--- src/rtl/hyper_pipe_rx_fifo.sv ---
// hyper_pipe_rx_fifo
//   Elastic receive FIFO that sits directly behind a hyper pipeline that has
//   no backpressure. Every in-flight beat is absorbed into a DEPTH-entry
//   memory. The consumer sees a registered show-ahead valid/ready interface.
//   An early credit, in_ready_early, tells the source to stop issuing while
//   RTT slots of slack are still free.
//
// Ports
//   clk            single clock
//   rst            synchronous, active-high reset
//   in_valid       beat from the hyper pipeline (cannot be stalled)
//   in_data        payload of that beat
//   in_ready_early registered credit to upstream, 1 = source may issue
//   out_valid      FIFO head is valid (registered)
//   out_data       FIFO head, show-ahead (registered)
//   out_ready      consumer accepts the head
//   occupancy      registered entry count, 0..DEPTH
//   overflow       sticky: a beat arrived while full with no pop and was lost
module hyper_pipe_rx_fifo #(
  parameter int WIDTH = 64,
  parameter int DEPTH = 32,
  parameter int RTT   = 8
) (
  input  logic                       clk,
  input  logic                       rst,
  input  logic                       in_valid,
  input  logic [WIDTH-1:0]           in_data,
  output logic                       in_ready_early,
  output logic                       out_valid,
  output logic [WIDTH-1:0]           out_data,
  input  logic                       out_ready,
  output logic [$clog2(DEPTH+1)-1:0] occupancy,
  output logic                       overflow
);

  localparam int AW     = $clog2(DEPTH);
  localparam int OW     = $clog2(DEPTH + 1);
  localparam int THRESH = DEPTH - RTT;

  localparam logic [OW-1:0] DEPTH_C  = OW'(DEPTH);
  localparam logic [OW-1:0] THRESH_C = OW'(THRESH);

  // Parameter sanity, reported at elaboration.
  if (DEPTH <= RTT) begin : g_bad_rtt
    $error("hyper_pipe_rx_fifo: DEPTH (%0d) must exceed RTT (%0d)", DEPTH, RTT);
  end
  if ((DEPTH < 4) || ((DEPTH & (DEPTH - 1)) != 0)) begin : g_bad_depth
    $error("hyper_pipe_rx_fifo: DEPTH (%0d) must be a power of two >= 4", DEPTH);
  end

  logic [WIDTH-1:0] mem [DEPTH];

  logic [AW-1:0]    wr_ptr_reg;
  logic [AW-1:0]    rd_ptr_reg;
  logic [AW-1:0]    rd_ptr_next;
  logic [OW-1:0]    occ_reg;
  logic [OW-1:0]    occ_next;
  logic             out_valid_reg;
  logic [WIDTH-1:0] out_data_reg;
  logic             ready_reg;
  logic             overflow_reg;

  logic pop;
  logic push;
  logic drop;
  logic head_is_new;

  always_comb begin
    pop         = out_valid_reg & out_ready;
    // A same-cycle pop frees a slot, so a full FIFO still accepts.
    push        = in_valid & ((occ_reg != DEPTH_C) | pop);
    drop        = in_valid & ~push;
    occ_next    = occ_reg + {{(OW-1){1'b0}}, push} - {{(OW-1){1'b0}}, pop};
    rd_ptr_next = rd_ptr_reg + {{(AW-1){1'b0}}, pop};
    // The incoming beat becomes the head next cycle when nothing else
    // remains after this cycle's pop (empty, or occupancy 1 with pop).
    head_is_new = push & (occ_reg == {{(OW-1){1'b0}}, pop});
  end

  // Storage: write port only, no reset so it maps onto block RAM.
  always_ff @(posedge clk) begin
    if (push && !rst) begin
      mem[wr_ptr_reg] <= in_data;
    end
  end

  // Registered show-ahead read. The address is the next head pointer, and
  // a beat that is about to become the head is forwarded from in_data
  // because the memory write lands on the same edge. With no pop the
  // address is unchanged and that entry is never rewritten, so out_data
  // holds steady while the consumer stalls.
  always_ff @(posedge clk) begin
    if (head_is_new) begin
      out_data_reg <= in_data;
    end else begin
      out_data_reg <= mem[rd_ptr_next];
    end
  end

  // Control state.
  always_ff @(posedge clk) begin
    if (rst) begin
      wr_ptr_reg    <= '0;
      rd_ptr_reg    <= '0;
      occ_reg       <= '0;
      out_valid_reg <= 1'b0;
      ready_reg     <= 1'b0;
      overflow_reg  <= 1'b0;
    end else begin
      if (push) begin
        wr_ptr_reg <= wr_ptr_reg + 1'b1;
      end
      rd_ptr_reg    <= rd_ptr_next;
      occ_reg       <= occ_next;
      out_valid_reg <= (occ_next != '0);
      // Credit follows the post-update count directly, no hysteresis.
      ready_reg     <= (occ_next < THRESH_C);
      if (drop) begin
        overflow_reg <= 1'b1;
      end
    end
  end

  assign in_ready_early = ready_reg;
  assign out_valid      = out_valid_reg;
  assign out_data       = out_data_reg;
  assign occupancy      = occ_reg;
  assign overflow       = overflow_reg;

endmodule

--- config.mk ---
export PLATFORM = sky130hd
export DESIGN_NAME = hyper_pipe_rx_fifo
export DESIGN_NICKNAME = d
export VERILOG_FILES = /design/src/rtl/hyper_pipe_rx_fifo.sv
export SDC_FILE = /design/constraint.sdc
export NUM_CORES = 2
export LEC_CHECK = 0
export CORE_UTILIZATION = 40
export DETAILED_ROUTE_END_ITERATION = 10
export PLACE_DENSITY = 0.53
export SLEW_MARGIN = 5
export SYNTH_ARGS = -nofsm -noshare
export SYNTH_HDL_FRONTEND = slang
export SYNTH_SLANG_ARGS = --single-unit
--- constraint.sdc ---
create_clock -name clk -period 7.05 [get_ports clk]
set_input_delay 1.0575 -clock clk [delete_from_list [all_inputs] [get_ports clk]]
set_output_delay 1.0575 -clock clk [all_outputs]
set_load 0.02 [all_outputs]
==> reports/metrics.yaml <==
clock_network:
  cts_hold_buf: 0
  cts_tree: "done"
  clk_pin_slew_ps: 60
  cts_setup_buffers: 0
  cts_buffers: 218
  clock-sinks: 2131
  insertion_delay_ps: 850
  clockBufferDepth: 3
  root_buffer: "clkbuf_16"
  ctsResizeCount: 0
  h-tree-depth: 4
timing:
  period_share: 0.533
  fmax_mhz: 266
  finClkSkew_ps: 43.4
  layout_min_cycle_time_ps: 3750
  setup_viol: 0
  worst_pin_slew_ps: 1320
  tns_ps: 0
  hold_viol_final: 0
  rsz0062_at_grt: "false"
  drv_slew: 0
  slew_headroom: 0.120
  hold_slack_ps: 488
critical_path:
  rrSetupSlack_ps: 3380
  r2r_start: "occupancy[2]$_SDFF_PP0_"
  cp.arrival_ps: 4430
  endpoint: "out_data[25]$_DFF_P_"
  crit_path_start_kind: "input pin"
  crit_start: "out_ready"
  cp_max_fo: 53
  rr_worst_depth: 8
  crit_path_end_kind: "flop"
  reg2reg_to: "mem[3][25]$_DFFE_PP_"
  worstSetupPathType: "in2reg"
  cp_data_required_time_ps: 7720
detailed_routing:
  wl_per_cell_um: 30.5
  ant_nets: 0
  drt_wl_total_um: 206000
  vias: 38200
  drt_iter0_drc: 3654
  detail_route.vias_per_cell: 5.65
  drc: 0
  first_pass_iters: 5
pwr:
  internal_power_mw: 22.7
  p_leak_nw: 28.2
  p_sw_frac: 0.241
  clockPowerShare: 0.374
  power.switching_mw: 7.21
  ir_drop_mv: 0.309
  pwr-share-comb: 0.146
  sequentialPowerShare: 0.480
  p_per_area_nw_per_um2: 320
layout:
  areaGrowthSynthToFinish_pct: 15.2
  drive_above_1_share: 0.247
  fin_cells: 6758
  fin_area_um2: 93500
  largest_register_ffs: 2048
  finalNetCount: 3987
synthesis:
  synth_compound_area_frac: 0.0256
  synth_nets: 3714
  synth_warnings: 0
  synth_xor_area_frac: 0.00139
  synth_cell_types: 42
  synth.area.mux_share: 0.158
  synth_top_area_frac: 0.758
  syn-cell-area_um2: 81200
  synth_area_leader_cell: "edfxtp_1"
  ys_seq_area_frac: 0.778
  synth_fa_ha_area_frac: 0.00241
  synth_top_family_by_area: "multiplexers"
  netlist_instances: 3631
  syn-mean-instance-area_um2: 22.4
  synth_area_leaders: "edfxtp_1 (76%), mux4_2 (14%), dfxtp_1 (2.0%)"
  ys_ff_latch: 2131
  synthSimpleGateAreaFrac: 0.0194
floorplan:
  boundaryPins: 141
  initial_utilization: 0.404
  row_count: 164
  core_um2: 201000
  dieArea_um2: 205000
  fp.dieW_um: 452
  die_h_um: 452
global_route:
  grt_max_degree: 73
  grt_pass1_wl_um: 295000
  gr-usage-all-layers: 0.202
  antenna_found_initial: 12
  grt_pass1_vias: 39900
  overflow: 0
placed_design:
  globalplace.congestion: 0.722
  dpl.hpwl_um: 105000
  io_buffers: 140
  dp.cells: 6340
  dpl_cell_area_um2: 86500
hold_path:
  min_path_type: "reg2reg"
  min-delay-start: "overflow$_SDFFE_PP0P_"
run:
  max_cap_viol_count: 0
run_status:
  outcome: "finished, final reports clean"
==> area by class of cell <==
cell class | count | area, um^2
multi-input cells | 1282 | 17100
well taps | 2656 | 3320
diodes | 2 | 5.00
flip-flops and latches | 2131 | 63200
clock inverters | 98 | 953
clock buffers | 318 | 6040
inverters | 15 | 56.3
repair buffers | 256 | 2810
fillers | 16700 | 107000
==> per-layer routing <==
layer / global-route usage / vias up / routed length, um
met5: 0 / - / 59
met4: 0.0493 / 10 / 4490
met3: 0.0347 / 294 / 12200
met2: 0.329 / 1203 / 101000
met1: 0.284 / 20800 / 88800
li1: - / 15800 / -
==> power groups by stage <==
stage	logic (mW)	clock network (mW)	registers, mW
global route	4.71	11.9	14.4
detailed placement	4.47	0	14.6
CTS	4.48	11.5	14.4
global placement	4.46	0	14.7
finish	4.37	11.2	14.4
floorplan	2.87	0	14.7
==> cell families after synthesis <==
logic type               after synthesis
multiplexers                         640
XOR/XNOR                              12
buffers and inverters                218
flip-flops                          2131
AO/OA/AOI/OAI                        212
adder cells (fa/ha/maj)               15
AND/OR/NAND/NOR                      403
==> synth_stat cells <==
| library cell | instances |
|---|---|
| fa_1 | 1 |
| buf_6 | 14 |
| o211a_1 | 1 |
| nand4_1 | 2 |
| nand3_2 | 1 |
| a32o_1 | 128 |
| buf_4 | 54 |
| edfxtp_1 | 2048 |
| a21o_1 | 2 |
| mux2i_1 | 128 |
| xor2_1 | 6 |
| o21bai_1 | 1 |
| a41oi_1 | 1 |
| ha_1 | 14 |
| nand3_1 | 4 |
| o21ai_0 | 1 |
| nand2_1 | 331 |
| o31ai_2 | 35 |
| xnor2_1 | 5 |
| nor2b_1 | 5 |
| buf_2 | 81 |
| or3_1 | 1 |
| o31ai_1 | 30 |
| dfxtp_1 | 83 |
| inv_1 | 15 |
| nand3b_1 | 3 |
| nor2_1 | 51 |
| and2_1 | 2 |
| nor3_1 | 1 |
| o21ai_1 | 1 |
| clkbuf_1 | 51 |
| and4b_1 | 1 |
| xnor2_2 | 1 |
| a2111o_1 | 1 |
| a31o_2 | 1 |
| buf_1 | 3 |
| a31oi_1 | 2 |
| o311ai_0 | 1 |
| a211oi_1 | 1 |
| mux4_2 | 512 |
| a21oi_1 | 6 |
| or3b_2 | 1 |
==> worst max-delay path, cell delays in order <==
cell	delay [ps]
clkdlybuf4s50_1	440
and2_1	220
ha_4	200
ha_4	800
buf_12	390
buf_4	350
mux4_2	360
mux2i_1	240
a32o_1	180
o31ai_2	60
==> placed cells by master (no fill, tap or decap), types with 2 or more instances in the layout <==
cell type        synthesis  routed
edfxtp_1              2048    2048
mux4_2                 512     512
nand2_1                331     331
clkbuf_16                0     220
clkdlybuf4s50_1          0     140
mux2i_1                128     128
a32o_1                 128     128
dfxtp_1                 83      83
clkbuf_1                51      81
buf_4                   54      73
buf_12                   0      43
clkinv_2                 0      39
nor2_4                   0      34
o31ai_2                 35      34
o31ai_1                 30      30
clkinv_1                 0      29
nor2_1                  51      17
clkbuf_8                 0      17
inv_1                   15      15
ha_1                    14      12
bufinv_16                0      11
a21oi_1                  6       6
xnor2_1                  5       5
xor2_1                   6       5
clkinv_16                0       5
clkinvlp_4               0       5
nor2b_1                  5       4
nand3_1                  4       4
clkinv_8                 0       4
nand3b_1                 3       3
inv_6                    0       3
diode_2                  0       2
and2_1                   2       2
a31oi_1                  2       2
nand4_1                  2       2
a21o_1                   2       2
ha_4                     0       2
inv_16                   0       2
==> through the flow <==
step	total power, mW	setup WS (ps)	utilization
after global routing	31.0	3140	0.466
after CTS	30.3	3290	0.466
final	29.9	3300	0.466
after global placement	19.1	2310	0.431
after floorplan	17.6	2090	-
after detailed placement	19.1	2370	0.431
==> worst min-delay path by stage <==
stage / endpoint / slack (ps) / cells after the start
2_1_floorplan: wr_ptr_reg[1]$_SDFFE_PP0P_ / 480 / 2
3_3_place_gp: overflow$_SDFFE_PP0P_ / 490 / 2
3_5_place_dp: overflow$_SDFFE_PP0P_ / 480 / 2
4_1_cts: overflow$_SDFFE_PP0P_ / 500 / 2
5_1_grt: overflow$_SDFFE_PP0P_ / 520 / 2
6_report: overflow$_SDFFE_PP0P_ / 490 / 2
Power figures use the tool's default switching activity.
